===== src/rtl/decomp_pkg.sv =====
// Shared types and helpers for the decompressor dictionary.
package decomp_pkg;

    localparam int unsigned DEF_DATA_WIDTH      = 32;
    localparam int unsigned DEF_WORDS_PER_ENTRY = 16;

    typedef enum logic [2:0] {
        ZZZZ = 3'd0,
        XXXX = 3'd1,
        MMMM = 3'd2,
        MMXX = 3'd3,
        ZZZX = 3'd4,
        MMMX = 3'd5,
        RSV6 = 3'd6,
        RSV7 = 3'd7
    } code_e;

    function automatic logic is_push(code_e c);
        return (c == XXXX) || (c == MMXX) || (c == MMMX);
    endfunction

    function automatic logic is_match(code_e c);
        return (c == MMMM) || (c == MMXX) || (c == MMMX);
    endfunction

endpackage


===== src/rtl/decomp_word_build.sv =====
// Rebuilds one 32-bit word from a match code, the dictionary word it refers to and literal bits.
module decomp_word_build
    import decomp_pkg::*;
#(
    parameter int unsigned DATA_WIDTH = DEF_DATA_WIDTH
) (
    input  logic [2:0]            code,
    input  logic [DATA_WIDTH-1:0] dict_word,
    input  logic [DATA_WIDTH-1:0] lit,
    output logic [DATA_WIDTH-1:0] word_c
);

    localparam int unsigned HALF   = DATA_WIDTH / 2;
    localparam int unsigned BYTE_W = 8;

    always_comb begin
        word_c = '0;
        case (code_e'(code))
            XXXX:    word_c = lit;
            MMMM:    word_c = dict_word;
            MMXX:    word_c = {dict_word[DATA_WIDTH-1:HALF], lit[HALF-1:0]};
            ZZZX:    word_c = {{(DATA_WIDTH-BYTE_W){1'b0}}, lit[BYTE_W-1:0]};
            MMMX:    word_c = {dict_word[DATA_WIDTH-1:BYTE_W], lit[BYTE_W-1:0]};
            default: word_c = '0;
        endcase
    end

endmodule


===== src/rtl/decomp_dict.sv =====
// Two-lane token decoder with a 16-entry dictionary kept in lock-step with the compressor.
// Optional DICT_HIT_CHECK_EN adds per-entry valid bits and a sticky o_err flag.
module decomp_dict
    import decomp_pkg::*;
#(
    parameter int unsigned DATA_WIDTH      = DEF_DATA_WIDTH,
    parameter int unsigned WORDS_PER_ENTRY = DEF_WORDS_PER_ENTRY,
    localparam int unsigned IDX_W          = $clog2(WORDS_PER_ENTRY)
) (
    input  logic                  i_clk,
    input  logic                  i_reset,
    input  logic                  in_valid,
    input  logic                  in_valid2,
    output logic                  in_ready,
    input  logic [2:0]            code,
    input  logic [2:0]            code2,
    input  logic [IDX_W-1:0]      idx,
    input  logic [IDX_W-1:0]      idx2,
    input  logic [DATA_WIDTH-1:0] lit,
    input  logic [DATA_WIDTH-1:0] lit2,
    output logic                  out_valid,
    output logic                  out_valid2,
    input  logic                  out_ready,
    output logic [DATA_WIDTH-1:0] out_data,
    output logic [DATA_WIDTH-1:0] out_data2
`ifdef DICT_HIT_CHECK_EN
    ,
    output logic                  o_err
`endif
);

    logic [DATA_WIDTH-1:0] dict [WORDS_PER_ENTRY];
    logic [IDX_W-1:0]      ptr;

    code_e                 c0, c1;
    logic                  accept, accept2, push0, push1, fwd1;
    logic [IDX_W-1:0]      wslot1;
    logic [DATA_WIDTH-1:0] rd0, rd1, word0, word1;

    assign c0       = code_e'(code);
    assign c1       = code_e'(code2);
    assign in_ready = !out_valid || out_ready;
    assign accept   = in_valid && in_ready;
    assign accept2  = accept && in_valid2;
    assign push0    = accept && is_push(c0);
    assign push1    = accept2 && is_push(c1);
    assign wslot1   = push0 ? ptr + IDX_W'(1) : ptr;

    // Lane 1 sees lane 0's same-cycle push when it reads that slot.
    assign fwd1 = push0 && (idx2 == ptr);
    assign rd0  = dict[idx];
    assign rd1  = fwd1 ? word0 : dict[idx2];

    decomp_word_build #(.DATA_WIDTH(DATA_WIDTH)) u_build0 (
        .code      (code),
        .dict_word (rd0),
        .lit       (lit),
        .word_c    (word0)
    );

    decomp_word_build #(.DATA_WIDTH(DATA_WIDTH)) u_build1 (
        .code      (code2),
        .dict_word (rd1),
        .lit       (lit2),
        .word_c    (word1)
    );

    always_ff @(posedge i_clk or posedge i_reset) begin
        if (i_reset) begin
            for (int i = 0; i < int'(WORDS_PER_ENTRY); i++) dict[i] <= '0;
            ptr <= '0;
        end else begin
            if (push0) dict[ptr]    <= word0;
            if (push1) dict[wslot1] <= word1;
            ptr <= ptr + IDX_W'(push0) + IDX_W'(push1);
        end
    end

    // Output stage: loads whenever downstream is free, holds otherwise.
    always_ff @(posedge i_clk or posedge i_reset) begin
        if (i_reset) begin
            out_valid  <= 1'b0;
            out_valid2 <= 1'b0;
            out_data   <= '0;
            out_data2  <= '0;
        end else if (in_ready) begin
            out_valid  <= accept;
            out_valid2 <= accept2;
            if (accept)  out_data  <= word0;
            if (accept2) out_data2 <= word1;
        end
    end

`ifdef DICT_HIT_CHECK_EN
    logic [WORDS_PER_ENTRY-1:0] vld;
    logic                       bad0_c, bad1_c;

    always_comb begin
        bad0_c = accept &&
                 ((is_match(c0) && !vld[idx]) || (c0 == RSV6) || (c0 == RSV7));
        bad1_c = accept2 &&
                 ((is_match(c1) && !(fwd1 || vld[idx2])) || (c1 == RSV6) || (c1 == RSV7));
    end

    always_ff @(posedge i_clk or posedge i_reset) begin
        if (i_reset) begin
            vld   <= '0;
            o_err <= 1'b0;
        end else begin
            if (push0) vld[ptr]    <= 1'b1;
            if (push1) vld[wslot1] <= 1'b1;
            o_err <= o_err || bad0_c || bad1_c;
        end
    end
`endif

endmodule

===== config.mk =====
export PLATFORM = sky130hd
export DESIGN_NAME = decomp_dict
export DESIGN_NICKNAME = d
export VERILOG_FILES = /design/src/rtl/decomp_pkg.sv /design/src/rtl/decomp_word_build.sv /design/src/rtl/decomp_dict.sv
export SDC_FILE = /design/constraint.sdc
export NUM_CORES = 2
export LEC_CHECK = 0
export CORE_MARGIN = 2
export CORE_UTILIZATION = 35
export CTS_BUF_LIST = sky130_fd_sc_hd__clkbuf_2
export DETAILED_ROUTE_END_ITERATION = 7
export DONT_BUFFER_PORTS = 1
export GPL_TIMING_DRIVEN = 0
export PLACE_DENSITY_LB_ADDON = 0.05
export SLEW_MARGIN = 10
export SYNTH_ARGS = -nofsm -noshare
export SYNTH_HDL_FRONTEND = slang
export SYNTH_SLANG_ARGS = --single-unit

===== constraint.sdc =====
create_clock -name i_clk -period 40.6 [get_ports i_clk]
set_input_delay 2.03 -clock i_clk [delete_from_list [all_inputs] [get_ports i_clk]]
set_output_delay 2.03 -clock i_clk [all_outputs]
set_load 0.02 [all_outputs]

==> flow_summary.json <==
{
  "power_density_nw_per_um2": 52.5,
  "insertion_delay_of_the_later_clocked_pin_in_the_worst_skew_pair_ns": 1.64,
  "critical_path.slowest_cell": "clkbuf_1",
  "cts-hold-fix-buffers": 0,
  "final_min_period_over_clock_period_pct": 12.3,
  "clock_tree_from_tritoncts": "yes",
  "yosys.area.top_type_share_pct": 42.1,
  "postLayoutSetupSlackWorst_ns": 35.62,
  "cts_num_sinks": 582,
  "cts_h_tree_depth": 4,
  "placement.io_buffers": 0,
  "dpl_cell_area_um2": 36500,
  "hold_class": "in2async",
  "layout_area_growth_over_synthesis_pct": 10.4,
  "max-cap-violations": 0,
  "synth_area_um2": 34600,
  "timing_hold_violations_final": 0,
  "cts_root_buffer": "clkbuf_2",
  "cp_max_fo": 10,
  "finalCriticalPeriod_ns": 4.98,
  "floorplan.die.height_um": 318,
  "clk_path_buf_depth": 3,
  "post-dp-hpwl_um": 139000,
  "cts.reportedPaths.clkPinSlew_ns": 0.10,
  "via_count_of_the_first_global_routing_pass": 32900,
  "remaining_drc_errors": 0,
  "cts_setup_buffers": 0,
  "grt_setup_unrepaired": "false",
  "worst_setup_path_end_kind": "flop",
  "start_util_pct": 35.2,
  "synth_most_common_cell": "dfrtp_1",
  "final.fill_count": 9867,
  "drive_above_1_share_pct": 24.3,
  "total_number_of_yosys_warnings": 0,
  "grt_start_max_net_pins": 109,
  "cp.arrival_ns": 6.37,
  "finalMaxSlewViolations": 0,
  "timing.rr.start": "out_valid",
  "global_route_wire_length_before_repair_um": 278000,
  "mappedNetlistNets": 3350,
  "crit_path_start_kind": "input pin",
  "synth_top_cell_by_area": "dfrtp_1",
  "worst_clock_skew_ns": 0.134,
  "preCtsSetupSlack_ns": 34.21,
  "synth.area.top_cells": "dfrtp_1 42%, mux4_2 13%, o221ai_1 5.7%",
  "synth_commonest_cells": "582 x dfrtp_1, 477 x nand2_1, 288 x nor2_1",
  "core_um2": 98100,
  "stdcell_area_um2": 38200,
  "setup-violations-final": 0,
  "ys.flop_type": "dfrtp_1",
  "numCtsBuffers": 172,
  "max-slew-margin-rel_pct": 1.58,
  "finalWeightedCongestion": 0.997,
  "synth_async_sr_flop_share_pct": 100,
  "post_drt_via_cell_ratio": 6.92,
  "rows": 115,
  "ios": 150,
  "run_status": "completed",
  "critPathMaxStageDelay_ns": 0.96,
  "synth_sequential_area_ratio_pct": 42.1,
  "fmaxAchievable_mhz": 201,
  "vias": 33800,
  "drt_pass1_iterations": 7,
  "critPathLaunch": "idx[1]",
  "gr-total-overflow": 0,
  "antenna_left": 0,
  "totalWireLength_um": 206000,
  "ys_ff_latch": 582,
  "multiInputGateArea_um2": 18500,
  "wl_per_cell_um": 42.1,
  "grt_util_all_layers_pct": 39.8,
  "timing_worst_setup_path_type": "in2reg",
  "worstRegToRegCells": 11,
  "post_cts.resized_instances": 0,
  "die_width_um": 318,
  "fin_setup_tns_ns": 0,
  "worstPathCellList": "buf_2 -> buf_2 -> clkbuf_1 -> clkbuf_1 -> mux4_2 -> a22oi_1 -> nand2_1 -> a211oi_1 -> o21ai_0",
  "synth_area_per_cell_um2": 10.6,
  "synth_cells": 3261,
  "number_of_antenna_violations_at_the_first_check_in_global_routing": 23,
  "dr.first_iter.drc_count": 5202,
  "worst_slew_pin_slew_ns": 1.44,
  "synthDistinctLibCells": 84,
  "synth-edff-count": 0,
  "sequential_cell_area_um2": 14600,
  "power.leakage_nw": 16.3,
  "worst_ir_drop_vdd_mv": 0.0295,
  "num-nets-final": 3538,
  "die_area_um2": 101000,
  "crit_path_required_time_ns": 42.00
}
## worst paths after layout
check	end	slack, ns
setup / recovery	out_data2[1]	35.62
hold / removal	out_data[22]	0.43
setup reg to reg	dict[508]	36.03
hold reg to reg	dict[0]	0.52
max in group asynchronous	dict[487]	37.83
min in group i_clk	dict[0]	0.52
## sequential cells by signal, summed over array words and instances (netlist names)
signal      cells
dict          512
out_data2      32
out_data       32
ptr             4
out_valid       1
out_valid2      1
## per-layer routing
layer,vias to the layer above,global-route usage (%),share of wire [%]
li1,13000,-,-
met5,-,0,0.035
met3,686,14.9,13
met4,12,24.3,6.5
met2,2808,58.5,43
met1,17300,49.5,37
## layout make-up
cell class | instances | share of cell area, %
Antenna cell | 22 | 0.144
Buffer | 339 | 4.18
Clock buffer | 253 | 3.32
Clock inverter | 53 | 0.826
Multi-Input combinational cell | 2322 | 48.4
Inverter | 18 | 0.197
Timing Repair Buffer | 14 | 0.587
Tap cell | 1287 | 4.22
Sequential cell | 582 | 38.2
## cells by family (layout without fill, tap and decap cells)
group                    after synthesis  count (layout)  synth area share [%]
other                                  0              22                     0
adder cells (fa/ha/maj)                6               6                 0.239
buffers and inverters                357             677                  4.74
AO/OA/AOI/OAI                        917             917                  20.6
XOR/XNOR                               7               7                 0.177
AND/OR/NAND/NOR                      947             947                  11.7
multiplexers                         445             445                  20.5
flip-flops                           582             582                  42.1
## power by group
part | leakage (nW) | total (W) | switching (W) | internal (W)
registers | 7.86 | 0.000898 | 0.000163 | 0.000735
clock network | 1.19 | 0.000490 | 0.000303 | 0.000187
logic | 7.29 | 0.000614 | 0.000342 | 0.000272
## stage by stage
| stage | hold WS [ns] | util, % | power, W | instances |
|---|---|---|---|---|
| CTS | 0.381 | 38.8 | 0.00198 | 4866 |
| finish | 0.431 | 38.9 | 0.00200 | 4890 |
| global route | 0.412 | 38.9 | 0.00208 | 4878 |
| floorplan | 0.450 | - | 0.00127 | 3261 |
| global placement | 0.485 | 36.9 | 0.00148 | 4548 |
| detailed placement | 0.492 | 37.2 | 0.00149 | 4560 |
## worst max-delay path: cells and delay by family
kind / cells / cell delay (ns)
multiplexers: 1 / 0.44
AND/OR/NAND/NOR: 1 / 0.18
buffers and inverters: 4 / 2.52
AO/OA/AOI/OAI: 3 / 1.16
## placed cells by master, fill, tap and decap left out, types with 22 or more instances in the layout
cell / instances
dfrtp_1: 582
nand2_1: 477
nor2_1: 287
clkbuf_2: 268
o221ai_1: 224
mux4_2: 193
o21ai_0: 184
buf_2: 153
mux2i_1: 137
clkbuf_1: 127
a221o_1: 124
mux2_2: 101
a21oi_1: 47
nand3_1: 39
clkinv_1: 38
o22ai_1: 37
a31oi_1: 36
a22oi_1: 35
a21o_1: 30
and2_1: 29
a211oi_1: 28
buf_4: 27
o21ai_1: 23
diode_2: 22
nor2b_1: 22
Power figures use the tool's default switching activity.
